--- config.mk ---
export PLATFORM = sky130hd
export DESIGN_NAME = ls_queue
export DESIGN_NICKNAME = d
export VERILOG_FILES = /design/src/rtl/ls_queue.sv
export SDC_FILE = /design/constraint.sdc
export NUM_CORES = 2
export LEC_CHECK = 0
export CAP_MARGIN = 20
export CORE_UTILIZATION = 30
export CTS_CLUSTER_SIZE = 28
export DETAILED_ROUTE_END_ITERATION = 10
export HOLD_SLACK_MARGIN = 0.06
export PLACE_DENSITY = 0.55
export SYNTH_ARGS = -nofsm -noshare
export SYNTH_HDL_FRONTEND = slang
export SYNTH_SLANG_ARGS = --single-unit
export TNS_END_PERCENT = 5
--- constraint.sdc ---
create_clock -name clk -period 19.02 [get_ports clk]
set_clock_uncertainty 0.2 [all_clocks]
set_input_delay 2.853 -clock clk [delete_from_list [all_inputs] [get_ports clk]]
set_output_delay 2.853 -clock clk [all_outputs]
set_load 0.03 [all_outputs]
--- src/rtl/ls_queue.sv ---
// rtl/ls_queue.sv - in-order load/store queue with CDB wake-up, commit tracking and flush recovery
// Entries issue strictly from the head; committed stores form a contiguous prefix that survives flush.
module ls_queue #(
  parameter int                DEPTH       = 16,
  parameter int                DATA_W      = 32,
  parameter int                ROB_W       = 4,
  parameter int                OP_W        = 6,
  parameter int                LOAD_MAX    = 5,
  parameter int                FULL_MARGIN = 3,
  parameter logic [DATA_W-1:0] IO_ADDR     = 'h30000
) (
  input  logic                     clk,
  input  logic                     rst,
  input  logic                     rdy,
  input  logic                     enq_valid,
  input  logic [OP_W-1:0]          enq_op,
  input  logic [ROB_W-1:0]         enq_q1,
  input  logic [ROB_W-1:0]         enq_q2,
  input  logic [DATA_W-1:0]        enq_v1,
  input  logic [DATA_W-1:0]        enq_v2,
  input  logic [DATA_W-1:0]        enq_imm,
  input  logic [ROB_W-1:0]         enq_rob_id,
  input  logic                     cdb0_valid,
  input  logic [ROB_W-1:0]         cdb0_rob_id,
  input  logic [DATA_W-1:0]        cdb0_data,
  input  logic                     cdb1_valid,
  input  logic [ROB_W-1:0]         cdb1_rob_id,
  input  logic [DATA_W-1:0]        cdb1_data,
  input  logic                     lsu_busy,
  output logic                     issue_valid,
  output logic [OP_W-1:0]          issue_op,
  output logic [DATA_W-1:0]        issue_addr,
  output logic [DATA_W-1:0]        issue_data,
  input  logic                     commit_valid,
  input  logic [ROB_W-1:0]         commit_rob_id,
  input  logic [ROB_W-1:0]         io_ok_rob_id,
  output logic [ROB_W-1:0]         io_req_rob_id,
  input  logic                     flush,
  output logic                     full,
  output logic [$clog2(DEPTH):0]   count,
  output logic                     overflow_err
);

  localparam int PW = $clog2(DEPTH);
  localparam int CW = PW + 1;
  localparam logic [PW-1:0]   PTR_ONE = PW'(1);
  localparam logic [CW-1:0]   CNT_ONE = CW'(1);
  localparam logic [CW-1:0]   DEPTH_C = CW'(DEPTH);
  localparam logic [CW-1:0]   FULL_C  = CW'(DEPTH - FULL_MARGIN);
  localparam logic [OP_W-1:0] LMAX    = OP_W'(LOAD_MAX);

  logic [DEPTH-1:0]  busy;
  logic [DEPTH-1:0]  committed;
  logic [OP_W-1:0]   op_q  [DEPTH];
  logic [ROB_W-1:0]  q1_q  [DEPTH];
  logic [ROB_W-1:0]  q2_q  [DEPTH];
  logic [ROB_W-1:0]  rob_q [DEPTH];
  logic [DATA_W-1:0] v1_q  [DEPTH];
  logic [DATA_W-1:0] v2_q  [DEPTH];
  logic [DATA_W-1:0] imm_q [DEPTH];

  logic [PW-1:0]     head;
  logic [PW-1:0]     tail;

  logic [DATA_W-1:0] head_addr;
  logic              head_load;
  logic              head_ready;
  logic              head_go;
  logic              issue_fire;
  logic              at_cap;
  logic              enq_fire;
  logic [CW-1:0]     committed_count;
  logic [ROB_W-1:0]  enq_q1_n;
  logic [ROB_W-1:0]  enq_q2_n;
  logic [DATA_W-1:0] enq_v1_n;
  logic [DATA_W-1:0] enq_v2_n;

  function automatic logic is_load(input logic [OP_W-1:0] op);
    return op <= LMAX;
  endfunction

  // Tag 0 means "operand ready", so it must never be woken by a broadcast.
  function automatic logic tag_hit(input logic valid, input logic [ROB_W-1:0] tag,
                                   input logic [ROB_W-1:0] q);
    return valid && (q != '0) && (tag == q);
  endfunction

  always_comb begin
    head_addr  = v1_q[head] + imm_q[head];
    head_load  = is_load(op_q[head]);
    head_ready = busy[head] && (q1_q[head] == '0) && (q2_q[head] == '0);
    head_go    = head_ready && !lsu_busy &&
                 (head_load ? ((head_addr != IO_ADDR) || (io_ok_rob_id == rob_q[head]))
                            : committed[head]);
    // Flush cancels everything uncommitted, including a head load about to go.
    issue_fire = head_go && (!flush || committed[head]);
    at_cap     = (count == DEPTH_C);
    enq_fire   = enq_valid && !flush && !at_cap;

    committed_count = '0;
    for (int i = 0; i < DEPTH; i++) begin
      if (busy[i] && committed[i]) committed_count = committed_count + CNT_ONE;
    end
  end

  always_comb begin
    enq_q1_n = enq_q1;
    enq_v1_n = enq_v1;
    enq_q2_n = enq_q2;
    enq_v2_n = enq_v2;
    if (tag_hit(cdb0_valid, cdb0_rob_id, enq_q1)) begin
      enq_q1_n = '0;
      enq_v1_n = cdb0_data;
    end else if (tag_hit(cdb1_valid, cdb1_rob_id, enq_q1)) begin
      enq_q1_n = '0;
      enq_v1_n = cdb1_data;
    end
    if (tag_hit(cdb0_valid, cdb0_rob_id, enq_q2)) begin
      enq_q2_n = '0;
      enq_v2_n = cdb0_data;
    end else if (tag_hit(cdb1_valid, cdb1_rob_id, enq_q2)) begin
      enq_q2_n = '0;
      enq_v2_n = cdb1_data;
    end
  end

  assign full          = (count >= FULL_C);
  assign io_req_rob_id = (busy[head] && (head_addr == IO_ADDR)) ? rob_q[head] : '0;

  always_ff @(posedge clk) begin
    if (rst) begin
      head         <= '0;
      tail         <= '0;
      count        <= '0;
      busy         <= '0;
      committed    <= '0;
      issue_valid  <= 1'b0;
      issue_op     <= '0;
      issue_addr   <= '0;
      issue_data   <= '0;
      overflow_err <= 1'b0;
      for (int i = 0; i < DEPTH; i++) begin
        q1_q[i] <= '0;
        q2_q[i] <= '0;
      end
    end else if (rdy) begin
      for (int i = 0; i < DEPTH; i++) begin
        if (busy[i]) begin
          if (tag_hit(cdb0_valid, cdb0_rob_id, q1_q[i])) begin
            q1_q[i] <= '0;
            v1_q[i] <= cdb0_data;
          end else if (tag_hit(cdb1_valid, cdb1_rob_id, q1_q[i])) begin
            q1_q[i] <= '0;
            v1_q[i] <= cdb1_data;
          end
          if (tag_hit(cdb0_valid, cdb0_rob_id, q2_q[i])) begin
            q2_q[i] <= '0;
            v2_q[i] <= cdb0_data;
          end else if (tag_hit(cdb1_valid, cdb1_rob_id, q2_q[i])) begin
            q2_q[i] <= '0;
            v2_q[i] <= cdb1_data;
          end
          if (commit_valid && !flush && (rob_q[i] == commit_rob_id) && !is_load(op_q[i]))
            committed[i] <= 1'b1;
          if (flush && !committed[i])
            busy[i] <= 1'b0;
        end
      end

      issue_valid <= issue_fire;
      if (issue_fire) begin
        issue_op        <= op_q[head];
        issue_addr      <= head_addr;
        issue_data      <= head_load ? '0 : v2_q[head];
        busy[head]      <= 1'b0;
        committed[head] <= 1'b0;
        head            <= head + PTR_ONE;
      end

      if (enq_fire) begin
        busy[tail]      <= 1'b1;
        committed[tail] <= 1'b0;
        op_q[tail]      <= enq_op;
        q1_q[tail]      <= enq_q1_n;
        q2_q[tail]      <= enq_q2_n;
        v1_q[tail]      <= enq_v1_n;
        v2_q[tail]      <= enq_v2_n;
        imm_q[tail]     <= enq_imm;
        rob_q[tail]     <= enq_rob_id;
        tail            <= tail + PTR_ONE;
      end

      if (enq_valid && !flush && at_cap)
        overflow_err <= 1'b1;

      // Committed stores are a prefix from the old head, so the surviving tail is head+N.
      if (flush) begin
        tail  <= head + committed_count[PW-1:0];
        count <= committed_count - (issue_fire ? CNT_ONE : '0);
      end else begin
        count <= count + (enq_fire ? CNT_ONE : '0) - (issue_fire ? CNT_ONE : '0);
      end
    end
  end

endmodule

Word-level counts from Yosys, hierarchy flattened
Memories as Yosys holds them, arrays and structs flattened. A register that Yosys moved wholly into a read port is not among the register bits.
Cells that the tools add are included.
{ "totals": {"register_bits": 117, "in_bits": 203, "memories": 7, "rom_bits": 0, "latch_bits": 0, "mem_bits_rw": 1824} }
{ "mem_list": {"columns": ["name", "words", "word_bits", "read_ports", "rd_clocked_by_memory_dff", "wr", "line_no", "text"], "rows": [
  ["imm_q", 16, 32, 1, 1, 1, "60", "logic [DATA_W-1:0] imm_q [DEPTH];"],
  ["v1_q", 16, 32, 1, 1, 17, "58", "logic [DATA_W-1:0] v1_q [DEPTH];"],
  ["v2_q", 16, 32, 1, 1, 17, "59", "logic [DATA_W-1:0] v2_q [DEPTH];"],
  ["op_q", 16, 6, 17, 1, 1, "54", "logic [OP_W-1:0] op_q [DEPTH];"],
  ["q1_q", 16, 4, 17, 1, 17, "55", "logic [ROB_W-1:0] q1_q [DEPTH];"],
  ["q2_q", 16, 4, 17, 1, 17, "56", "logic [ROB_W-1:0] q2_q [DEPTH];"],
  ["1 more memories", null, null, null, null, null, null, null]
]} }
{ "classes": {"order_cmp": 22, "eq_ne": 88, "bitwise": 102, "n_shift": 0, "n_mux": 644, "div": 0, "n_mul": 0, "n_reduce_logical": 289, "n_addsub": 22} }
{ "ops": {"columns": ["op", "count"], "rows": [
  ["two-way mux 32 bit", 37],
  ["two-way mux 1 bit", 494],
  ["== test 4 bit", 85],
  ["two-way mux 4 bit", 85],
  ["logical AND 1 bit", 212],
  ["nonzero test 4 bit", 34],
  ["two-way mux 16 bit", 8],
  ["<= comparator 6 x 3 -> 1 bit (second input constant)", 17],
  ["OR 1 bit", 96],
  ["two-way mux 5 bit", 16],
  ["adder 5 x 1 -> 5 bit (second input constant)", 15],
  ["AND 16 bit", 3],
  ["zero test 1 bit", 35],
  ["adder 32 bit", 1],
  ["== test 32 x 18 -> 1 bit (second input constant)", 1],
  ["!= test 32 x 18 -> 1 bit (second input constant)", 1],
  ["inverter 16 bit", 2],
  ["OR 16 bit", 1],
  ["< comparator 4 x 5 -> 1 bit (second input constant)", 2],
  ["adder 4 x 1 -> 4 bit (second input constant)", 2],
  ["binary-select mux 1 bit (select 4 bit)", 2],
  ["demux 1 bit (select 4 bit)", 2],
  ["greater-or-equal comparator 4 x 1 -> 1 bit (second input constant)", 2],
  ["zero test 4 bit", 2],
  ["9 further kinds", 12]
]} }

Depth between registers and ports, before layout
{ "depth": {"word_depth": 34, "ltp_mapped": 55, "mapped_depth_nobuf": 53} }

Worst setup path before layout
OpenSTA, ideal clock, no wires.
{ "synth_timing": {"kind": "register to output", "from": "reg with a tool-made name", "to": "out io_req_rob_id[0]", "n_path_buf": 7, "path_slack_ns": 8.525, "stages_incl_launch_ff": 23, "t_arrival_ns": 7.442, "required_time_ns": 15.967, "cell_sequence": "dfxtp_1 > buf_2 > buf_1 > clkbuf_1 > buf_2 > buf_1 > clkbuf_1 > buf_1 > mux4_2 > mux4_2 > ha_1 > a21o_1 > a21o_1 > a21o_1 > a21o_1 > a21oi_1 > o21ai_0 > a221oi_1 > o311ai_0 > and2_1 > or4_1 > nor4_1 > and3_1"} }
{ "synth_rtl": {"columns": ["item", "line_no", "text"], "rows": [
  ["to (decl)", "37", "output logic [ROB_W-1:0] io_req_rob_id,"]
]} }

==> results.py <==
metrics = {
    "pwr": {
        "switching_share_pct": 23.6,
        "p_total_w": 0.00970,
        "intPower_w": 0.00741,
        "p_leak_nw": 40.3,
        "power.clock.fraction_pct": 44.7,
        "switchingPower_w": 0.00229,
        "seq_power_share_pct": 48.7,
        "ir_drop_v": 0.0000868,
        "combPwrFrac_pct": 6.5,
        "powerDensity_nw_per_um2": 79.9,
    },
    "route": {
        "drt_iter0_drc": 10400,
        "drcViolationCount": 0,
        "viasPerCell": 5.70,
        "vias": 76600,
        "firstDrtPassIters": 8,
        "ant_nets": 0,
        "wl_microns": 407000,
        "wl_per_cell_microns": 30.3,
    },
    "logic_synthesis": {
        "synth_top_area_share_pct": 51.4,
        "yosysTopAreaCell": "edfxtp_1",
        "syn_area_sq_um": 107000,
        "synth_common_cells": "edfxtp_1 (1,824), nand2_1 (1,412), mux2i_1 (1,152)",
        "synth_edf_count": 1824,
        "syn_nets": 8969,
        "synthArstFlopShare_pct": 0,
        "synth_ff_type": "edfxtp_1",
        "ys_ff_latch": 1945,
        "synth_area_leaders": "edfxtp_1 (51%), mux4_2 (11%), mux2i_1 (11%), o21ai_0 (5.1%), nand2_1 (5.0%)",
        "synth.most_common_cell": "edfxtp_1",
        "yosys_warnings": 0,
        "seq_area_frac_synth_pct": 53.7,
        "ys_types": 85,
        "syn-instance-count": 8696,
        "avgSynthCellArea_sq_um": 12.2,
    },
    "critical_path": {
        "cp.required_ns": 15.97,
        "critical_path_arrival_ns": 9.76,
        "r2r-end": "tail[3]$_SDFFE_PP0P_",
        "critPathCaptureType": "output port",
        "reg2reg_slack_ns": 8.30,
        "crit_type": "register to output port",
        "reg2reg_depth": 53,
        "startpoint_type": "register",
        "crit_fanout": 59,
        "reg2reg_from": "busy[0]$_SDFFE_PP0P_",
    },
    "sta": {
        "tns_ns": 0,
        "layout_setup_ws_ns": 6.21,
        "worst_pin_slew_ns": 1.22,
        "hold_viol": 0,
        "maxSlewHeadroom_pct": 18.5,
        "final.period_utilization_pct": 67.4,
        "slew_violations": 0,
        "fin_crit_ns": 12.81,
        "max_freq_mhz": 78.1,
        "setup_viol_count_final": 0,
        "whs_ns": 0.257,
        "rsz0062_at_grt": "no",
    },
    "worst_hold_path": {
        "hold_end": "issue_data[26]$_SDFFE_PP0P_",
        "whs_path_depth": 2,
        "min_from": "issue_data[26]$_SDFFE_PP0P_",
        "hp-class": "register to register",
    },
    "place": {
        "dp_slack_ns": 7.17,
        "dpl.hpwl_microns": 232000,
        "gp_congestion": 0.867,
        "port_buffers": 284,
        "post_dp_cell_area_sq_um": 114000,
    },
    "floorplan": {
        "fp.coreArea_sq_um": 353000,
        "num_io_pins": 285,
        "die_h_microns": 598,
        "rows": 218,
        "start_util_pct": 30.2,
        "die_area_sq_um": 357000,
        "die_w_microns": 598,
    },
    "global_route": {
        "grt_pass1_vias": 74100,
        "antenna_found_initial": 35,
        "grt_max_degree": 121,
        "track_usage_pct": 22.0,
        "gr-total-overflow": 0,
        "grt_pass1_wl_microns": 566000,
    },
    "job": {
        "max_cap_viol_count": 0,
    },
    "cells_and_area": {
        "nNetsFinal": 8808,
        "area_delta_synth_final_pct": 14.0,
        "design_area_sq_um": 121000,
        "drive_above_1_share_pct": 14.8,
    },
    "clock_tree": {
        "cts_tree": "built",
        "cts_hold_buf": 0,
        "clk_latency_ns": 0.96,
        "cts.htree.levels": 4,
        "root_buffer": "clkbuf_16",
        "post_cts_buffers": 0,
        "cts_resized": 0,
        "clkTransAtPathRegs_ns": 0.06,
        "clockBufferDepth": 4,
        "cts.sinks": 1945,
        "cts_buffers": 223,
    },
    "outcome": {
        "status": "completed",
    },
}
-- cell usage in the layout (no fill, tap or decap), types with 13 or more instances in the layout --
master and count:
mux2i_1 1152, o21ai_0 1087, nor2_1 204, a41oi_1 19, nand3_1 116, clkdlybuf4s50_1 273
nand4_1 35, nor4_1 50, a311o_2 13, ha_1 67, and3_1 31, or4_1 28
edfxtp_1 1824, nand2b_1 20, clkinv_2 39, nor2b_1 25, xnor2_1 244, mux4_2 541
a21o_1 39, nand2_1 1393, dfxtp_1 117, buf_4 277, o21ai_1 67, nand2_2 19
a31oi_1 36, bufinv_16 23, mux2_2 18, a2111oi_0 18, and2_1 16, clkinv_1 45
nor3_1 59, inv_1 38, o31ai_1 16, a211oi_1 13, xor2_1 166, inv_8 19
clkbuf_16 224, clkbuf_1 38, a21oi_1 74
-- sequential cells by signal, indices dropped and copies added (netlist names), named ones only --
| signal | count |
|---|---|
| head | 4 |
| issue_op | 6 |
| v1_q | 512 |
| q1_q | 64 |
| op_q | 96 |
| committed | 16 |
| issue_valid | 1 |
| v2_q | 512 |
| count | 5 |
| issue_addr | 32 |
| rob_q | 64 |
| imm_q | 512 |
| issue_data | 32 |
| busy | 16 |
| overflow_err | 1 |
| tail | 4 |
| q2_q | 64 |
-- power groups by stage --
stage | clock network [W] | logic, W | registers [W]
floorplan | 0 | 0.000364 | 0.00481
global placement | 0 | 0.000584 | 0.00481
detailed placement | 0 | 0.000608 | 0.00482
CTS | 0.00438 | 0.000609 | 0.00473
global route | 0.00452 | 0.000675 | 0.00473
finish | 0.00434 | 0.000633 | 0.00473
-- kinds of logic after synthesis --
group / synth area share, %
DFF: 53.7
xor gates and xnor gates: 3.61
AOI/OAI and AO/OA: 7.54
buffers and inverters: 3.60
muxes: 22.5
and+or+nand+nor: 8.21
adders and majority gates: 0.862
-- worst max-delay path, cell delays in order, from the launching register on --
cell	delay, ns
dfxtp_4	0.73
buf_4	0.81
buf_4	0.83
mux4_2	0.42
mux4_2	0.50
ha_1	0.24
inv_1	0.08
fa_1	0.21
nor2b_1	0.05
o21ai_0	0.22
a21boi_0	0.18
o21a_1	0.27
o21ai_0	0.43
a211oi_1	0.18
o21ai_0	0.47
a21boi_0	0.22
nor3_1	0.35
o211ai_1	0.12
or4_1	0.55
nor4_4	0.85
and3_1	0.30
clkdlybuf4s50_1	0.68
-- metal layers --
| layer | vias to the layer above | GRT usage [%] | part of all wire [%] |
|---|---|---|---|
| met2 | 4532 | 35.6 | 47 |
| met3 | 982 | 3.96 | 9.2 |
| met1 | 39000 | 28.7 | 39 |
| li1 | 32100 | - | - |
| met4 | 10 | 10.2 | 5.1 |
| met5 | - | 0 | 0.014 |
-- layout make-up --
class / count / area [sq um]
Sequential cell: 1945 / 57200
Fill cell: 34200 / 232000
Clock buffer: 271 / 5870
Multi-Input combinational cell: 5738 / 45800
Timing Repair Buffer: 571 / 5020
Tap cell: 4730 / 5920
Antenna cell: 8 / 20.0
Clock inverter: 127 / 1250
Inverter: 56 / 338
-- through the flow --
stage               util (%)  std cells
floorplan                  -       8696
global placement        32.2      13000
detailed placement      32.3      13000
CTS                     34.3      13400
global route            34.4      13400
finish                  34.4      13400
-- worst max-delay path by stage --
stage                        start                to  slack (ns)  depth (start not counted)
after floorplan           register  io_req_rob_id[0]        8.52                         22
after global placement    register  io_req_rob_id[1]        7.28                         21
after detailed placement  register  io_req_rob_id[1]        7.17                         19
after CTS                 register  io_req_rob_id[1]        6.14                         19
after global routing      register  io_req_rob_id[1]        5.80                         19
final                     register  io_req_rob_id[1]        6.21                         21
Power figures use the tool's default switching activity.
